File: config.mk
export PLATFORM = sky130hd
export DESIGN_NAME = poly_pointwise_mont_ctrl
export DESIGN_NICKNAME = d
export VERILOG_FILES = /design/src/rtl/poly_pointwise_mont_ctrl.sv
export SDC_FILE = /design/constraint.sdc
export NUM_CORES = 1
export LEC_CHECK = 0
export CELL_PAD_IN_SITES_DETAIL_PLACEMENT = 1
export CELL_PAD_IN_SITES_GLOBAL_PLACEMENT = 1
export CORE_AREA = 2 2 217 219
export CTS_CLUSTER_DIAMETER = 100
export DETAILED_ROUTE_END_ITERATION = 7
export DIE_AREA = 0 0 219 221
export PLACE_DENSITY = 0.75
export SYNTH_ARGS = -nofsm -noshare
export SYNTH_HDL_FRONTEND = slang
export SYNTH_SLANG_ARGS = --single-unit
File: constraint.sdc
create_clock -name clk_i -period 14.1 [get_ports clk_i]
set_input_delay 2.82 -clock clk_i [delete_from_list [all_inputs] [get_ports clk_i]]
set_output_delay 2.82 -clock clk_i [all_outputs]
set_load 0.005 [all_outputs]
File: src/rtl/poly_pointwise_mont_ctrl.sv
// -----------------------------------------------------------------------------
// poly_pointwise_mont_ctrl
//
// Pointwise Montgomery multiply of two ML-KEM polynomials:
//   c[i] = a[i] * b[i] * R^-1 mod q,   R = 2^16, q = 3329.
//
// Coefficient pairs are read from two synchronous RAMs (one-cycle read
// latency) through a shared address. Each 32-bit signed product goes through
// one Montgomery reduction and is written to the result RAM. One coefficient
// is processed per cycle, and the read-to-write latency is 3 cycles.
//
// Ports
//   clk_i      : clock, rising edge
//   rst_i      : synchronous active-high reset, overrides everything
//   start_i    : one-cycle start pulse, accepted only when idle
//   busy_o     : run in progress (reading or draining the pipeline)
//   done_o     : one-cycle pulse after the final write
//   rd_en_o    : read enable to RAM A and RAM B
//   rd_addr_o  : shared read address for A and B
//   a_data_i   : signed coefficient from RAM A, valid one cycle after rd_en_o
//   b_data_i   : signed coefficient from RAM B, valid one cycle after rd_en_o
//   wr_en_o    : write enable to RAM C
//   wr_addr_o  : write address to RAM C (holds its value while wr_en_o = 0)
//   wr_data_o  : signed reduced coefficient in (-q, q) (holds while wr_en_o = 0)
// -----------------------------------------------------------------------------
module poly_pointwise_mont_ctrl #(
  parameter int N_COEFFS = 256,
  parameter int ADDR_W   = 8
) (
  input  logic                     clk_i,
  input  logic                     rst_i,
  input  logic                     start_i,
  output logic                     busy_o,
  output logic                     done_o,
  output logic                     rd_en_o,
  output logic [ADDR_W-1:0]        rd_addr_o,
  input  logic signed [15:0]       a_data_i,
  input  logic signed [15:0]       b_data_i,
  output logic                     wr_en_o,
  output logic [ADDR_W-1:0]        wr_addr_o,
  output logic signed [15:0]       wr_data_o
);

  // ---------------------------------------------------------------------------
  // Constants and parameter sanity
  // ---------------------------------------------------------------------------
  localparam logic [ADDR_W-1:0] LAST_ADDR = ADDR_W'(N_COEFFS - 1);

  // q and -q^-1 mod 2^16, which are the Montgomery constants for R = 2^16.
  localparam logic signed [31:0] KYBER_Q    = 32'sd3329;
  localparam logic signed [31:0] KYBER_QNEG = 32'sd3327;

  // The counter relies on N_COEFFS filling the address space exactly.
  if (N_COEFFS < 4 || N_COEFFS != (1 << ADDR_W)) begin : g_param_check
    $error("poly_pointwise_mont_ctrl: N_COEFFS must be a power of two >= 4 and equal 2**ADDR_W");
  end

  // ---------------------------------------------------------------------------
  // Montgomery reduction (combinational)
  //   m = low16(p * (-q^-1)), taken as signed
  //   r = (p + m*q) >>> 16
  // p + m*q is divisible by 2^16 by construction. Treating m as signed keeps
  // |m| <= 2^15. Because |p| < q*2^15, this keeps r within (-q, q). The
  // intermediate sum stays below 2^31 in magnitude, so 32 bits are enough.
  // ---------------------------------------------------------------------------
  function automatic logic signed [15:0] modular_reduce(input logic signed [31:0] p);
    logic signed [15:0] m;
    logic signed [31:0] acc;
    m   = 16'(p * KYBER_QNEG);
    acc = p + (m * KYBER_Q);
    return 16'(acc >>> 16);
  endfunction

  // ---------------------------------------------------------------------------
  // FSM
  // ---------------------------------------------------------------------------
  typedef enum logic [1:0] {
    ST_IDLE,
    ST_READ,
    ST_DRAIN,
    ST_DONE
  } state_e;

  state_e state_q, state_d;

  logic [ADDR_W-1:0] rd_addr_q;

  // Pipeline valid bits. s1 means the RAM data for s1_addr_q is on the bus.
  // s2 means prod_q holds the product for s2_addr_q.
  logic s1_valid_q, s2_valid_q;
  logic [ADDR_W-1:0] s1_addr_q, s2_addr_q;
  logic signed [31:0] prod_q;
  logic signed [15:0] reduced;

  // State register.
  // NOTE: clocked state uses non-blocking assignments so every flop samples
  // pre-edge values regardless of process evaluation order.
  always_ff @(posedge clk_i) begin
    if (rst_i) begin
      state_q <= ST_IDLE;
    end else begin
      state_q <= state_d;
    end
  end

  // Next-state logic.
  // NOTE: state_d gets a default before the case so no path leaves it
  // unassigned, which would infer a latch.
  always_comb begin
    state_d = state_q;
    unique case (state_q)
      ST_IDLE:  if (start_i) state_d = ST_READ;
      ST_READ:  if (rd_addr_q == LAST_ADDR) state_d = ST_DRAIN;
      // The last write is on the wr_* port in the cycle where both earlier
      // stages are empty. Leaving here puts done_o right after that write.
      ST_DRAIN: if (!s1_valid_q && !s2_valid_q) state_d = ST_DONE;
      ST_DONE:  state_d = ST_IDLE;
      default:  state_d = ST_IDLE;
    endcase
  end

  // Moore outputs. busy_o drops while in DONE, so busy_o and done_o are
  // never high together.
  always_comb begin
    rd_en_o = 1'b0;
    busy_o  = 1'b0;
    done_o  = 1'b0;
    unique case (state_q)
      ST_IDLE:  ;
      ST_READ: begin
        rd_en_o = 1'b1;
        busy_o  = 1'b1;
      end
      ST_DRAIN: busy_o = 1'b1;
      ST_DONE:  done_o = 1'b1;
      default:  ;
    endcase
  end

  // ---------------------------------------------------------------------------
  // Read address counter: cleared on an accepted start, advances every READ
  // cycle and parks on the last address instead of wrapping.
  // ---------------------------------------------------------------------------
  always_ff @(posedge clk_i) begin
    if (rst_i) begin
      rd_addr_q <= '0;
    end else if (state_q == ST_IDLE && start_i) begin
      rd_addr_q <= '0;
    end else if (state_q == ST_READ && rd_addr_q != LAST_ADDR) begin
      rd_addr_q <= rd_addr_q + ADDR_W'(1);
    end
  end

  assign rd_addr_o = rd_addr_q;

  // ---------------------------------------------------------------------------
  // Pipeline control: valid bits are reset so an aborted run issues no writes.
  // ---------------------------------------------------------------------------
  always_ff @(posedge clk_i) begin
    if (rst_i) begin
      s1_valid_q <= 1'b0;
      s2_valid_q <= 1'b0;
      wr_en_o    <= 1'b0;
    end else begin
      s1_valid_q <= rd_en_o;
      s2_valid_q <= s1_valid_q;
      wr_en_o    <= s2_valid_q;
    end
  end

  // Pipeline datapath.
  // NOTE: these registers are deliberately left out of reset. Their contents
  // are only observed when the matching valid bit is set, and that bit is
  // reset.
  always_ff @(posedge clk_i) begin
    if (rd_en_o) begin
      s1_addr_q <= rd_addr_q;
    end
    if (s1_valid_q) begin
      // The full 32-bit signed product is kept and is never truncated.
      prod_q    <= a_data_i * b_data_i;
      s2_addr_q <= s1_addr_q;
    end
  end

  assign reduced = modular_reduce(prod_q);

  // The write port is reset, and it holds its last value between writes.
  always_ff @(posedge clk_i) begin
    if (rst_i) begin
      wr_addr_o <= '0;
      wr_data_o <= '0;
    end else if (s2_valid_q) begin
      wr_addr_o <= s2_addr_q;
      wr_data_o <= reduced;
    end
  end

endmodule

==> out/qor.csv <==
stage;metric;value;unit
outcome;outcome;finished clean;
sta;skew;11.8;ps
cells_and_area;area_delta_synth_final;9.15;%
global_routing;gr-total-overflow;0;
yosys;synth.yosys.seq_area_share;0.119;
cells_and_area;diodes;0;
sta;slew_headroom;0.338;
floorplanning;fp.dieH;221;um
yosys;yosysUniqueCellTypes;58;
sta;tightest_slew;994;ps
clock_tree;cts_resized;0;
placed_design;gp_congestion;0.855;
sta;fin_crit_sh;0.745;
clock_tree;holdBufCountCts;0;
global_routing;grt_pass1_vias;14900;
floorplanning;core;46100;um^2
cells_and_area;final_layout_size_suffix_gt1_frac;0.0202;
clock_tree;cts_setup_buffers;0;
cells_and_area;fin_nets;2550;
setup_path;crit_top_cell;fa_1;
sta;fin_crit;10510;ps
clock_tree;htree_levels;3;
setup_path;cpPeakStageDelay;690;ps
clock_tree;clock_path_buffers;2;
clock_tree;cts_root_buf;clkbuf_16;
sta;holdWs;419;ps
routing;wl;46100;um
setup_path;cp_slowest_cell;nor3_1;
setup_path;worstPathRequired;14340;ps
clock_tree;path_clk_slew;70;ps
sta;fmax;95.2;MHz
floorplanning;start_util;0.397;
yosys;yosys_warnings;0;
routing;drt-vias-per-instance;4.98;
setup_path;endpoint_kind;flip-flop;
yosys;syn_area_per_cell;9.74;um^2
yosys;synth_fp_nets;2502;
floorplanning;die_w;219;um
clock_tree;clk_latency;360;ps
worst_hold_path;hold_class;flip-flop to flip-flop;
sta;setup_viol;0;
placed_design;dp_cells;2521;
sta;rsz0062_at_grt;no;
sta;finalHoldViolations;0;
cells_and_area;final_cell_mix;497 x inv_1, 361 x fa_1, 229 x ha_1;
yosys;synth_flop_cell;edfxtp_1;
yosys;yosys_register_bits;85;
setup_path;critPathKind;flip-flop to flip-flop;
cells_and_area;layout_commonest_cell;inv_1;
global_routing;grt_first_pass_wirelength;77400;um
routing;drtIter0Drc;511;
sta;finalMaxSlewViolations;0;
yosys;syn_inst;1877;
clock_tree;clkSinkCount;85;
clock_tree;cts_tree;built;
clock_tree;cts_buffers;9;
routing;wl_per_cell;18.2;um
yosys;synth_edf_count;48;
global_routing;grtUsageTotal;0.201;
yosys;syn_area;18300;um^2
floorplanning;rows;79;
cells_and_area;fill_cells;5298;
floorplanning;dieArea;48400;um^2
global_routing;antenna_found_initial;0;
setup_path;critPathLaunchType;flip-flop;
cells_and_area;instances_no_fill;2537;
routing;first_pass_iters;7;
routing;antenna_left;0;
job;drv_cap;0;
floorplanning;ios;71;
routing;vias;12600;
routing;drc_errors;0;
placed_design;place_hpwl;39400;um
yosys;synthArstFlopShare;0;
setup_path;crit_fanout;7;
placed_design;port_buffers;70;
sta;final.setup.tns;0;ps
global_routing;grt_max_degree;43;
setup_path;arrival;10750;ps
## Yosys cell counts (9+ instances only)
library cell / n / area share
and2_1: 108 / 0.037
xor2_1: 23 / 0.011
inv_1: 497 / 0.10
dfxtp_1: 37 / 0.041
fa_1: 361 / 0.40
clkbuf_1: 38 / 0.0078
nor2b_1: 9 / 0.0031
nand2b_1: 22 / 0.0075
nand3_1: 14 / 0.0038
edfxtp_1: 48 / 0.079
xnor2_1: 65 / 0.031
o21a_1: 14 / 0.0058
nor2_1: 64 / 0.013
o21ai_0: 24 / 0.0066
mux2i_1: 17 / 0.0093
ha_1: 229 / 0.16
a21oi_1: 39 / 0.011
nand2_1: 158 / 0.032
nor3_1: 11 / 0.0030
a21o_1: 23 / 0.0094
## path summary, 6_finish.rpt
check,startpoint,end,slack [ps],cells past startpoint
setup / recovery,prod_q[4]$_DFFE_PP_,wr_data_o[15]$_SDFFE_PP0P_,3590,33
hold / removal,s1_addr_q[7]$_DFFE_PP_,s2_addr_q[7]$_DFFE_PP_,420,0
setup reg to reg,prod_q[4]$_DFFE_PP_,wr_data_o[15]$_SDFFE_PP0P_,3590,33
hold reg to reg,s1_addr_q[7]$_DFFE_PP_,s2_addr_q[7]$_DFFE_PP_,420,0
## metal layers
layer,GRT usage,vias up,share of wire
li1,-,5781,-
met1,0.258,6574,0.44
met4,0.0442,0,0.018
met3,0.0252,67,0.031
met5,0,-,0
met2,0.362,217,0.51
## sequential cells by signal, indices dropped and copies added (netlist names)
signal,count
wr_addr_o,8
s1_valid_q,1
wr_en_o,1
s1_addr_q,8
s2_addr_q,8
rd_addr_o,8
prod_q,32
wr_data_o,16
s2_valid_q,1
state_q,2
## worst max-delay path, delay by kind of cell, from the launching register on
kind                     cells  cell delay (ps)
flip-flops                   1              660
AO/OA/AOI/OAI                7             1420
AND/OR/NAND/NOR              6             2060
adder cells (fa/ha/maj)     13             5380
buffers and inverters        7              880
## through the flow
step                cell area, um^2  setup slack (ps)   util
finish                        19900              3590  0.433
global route                  19900              3130  0.433
CTS                           19900              3540  0.433
detailed placement            19600              3550  0.426
global placement              19600              3930  0.426
floorplan                     18300              4070      -
## cells by family after synthesis
logic type | count (synthesis) | synth area share
fa+ha+maj | 590 | 0.552
buf+inv | 536 | 0.110
simple gates | 410 | 0.110
compound gates | 151 | 0.0571
xor+xnor | 88 | 0.0422
flops | 85 | 0.119
mux | 17 | 0.00931
## layout make-up
type	count	area (um^2)	area share
Clock inverter	7	81.3	0.00408
Inverter	497	1870	0.0935
Multi-Input combinational cell	1256	14100	0.706
Sequential cell	85	2180	0.109
Tap cell	607	759	0.0381
Clock buffer	9	225	0.0113
Timing Repair Buffer	76	746	0.0374
Power is left out: the tool's default activity adds up to more than one toggle a clock period on the data nets, which glitch-free logic cannot reach.
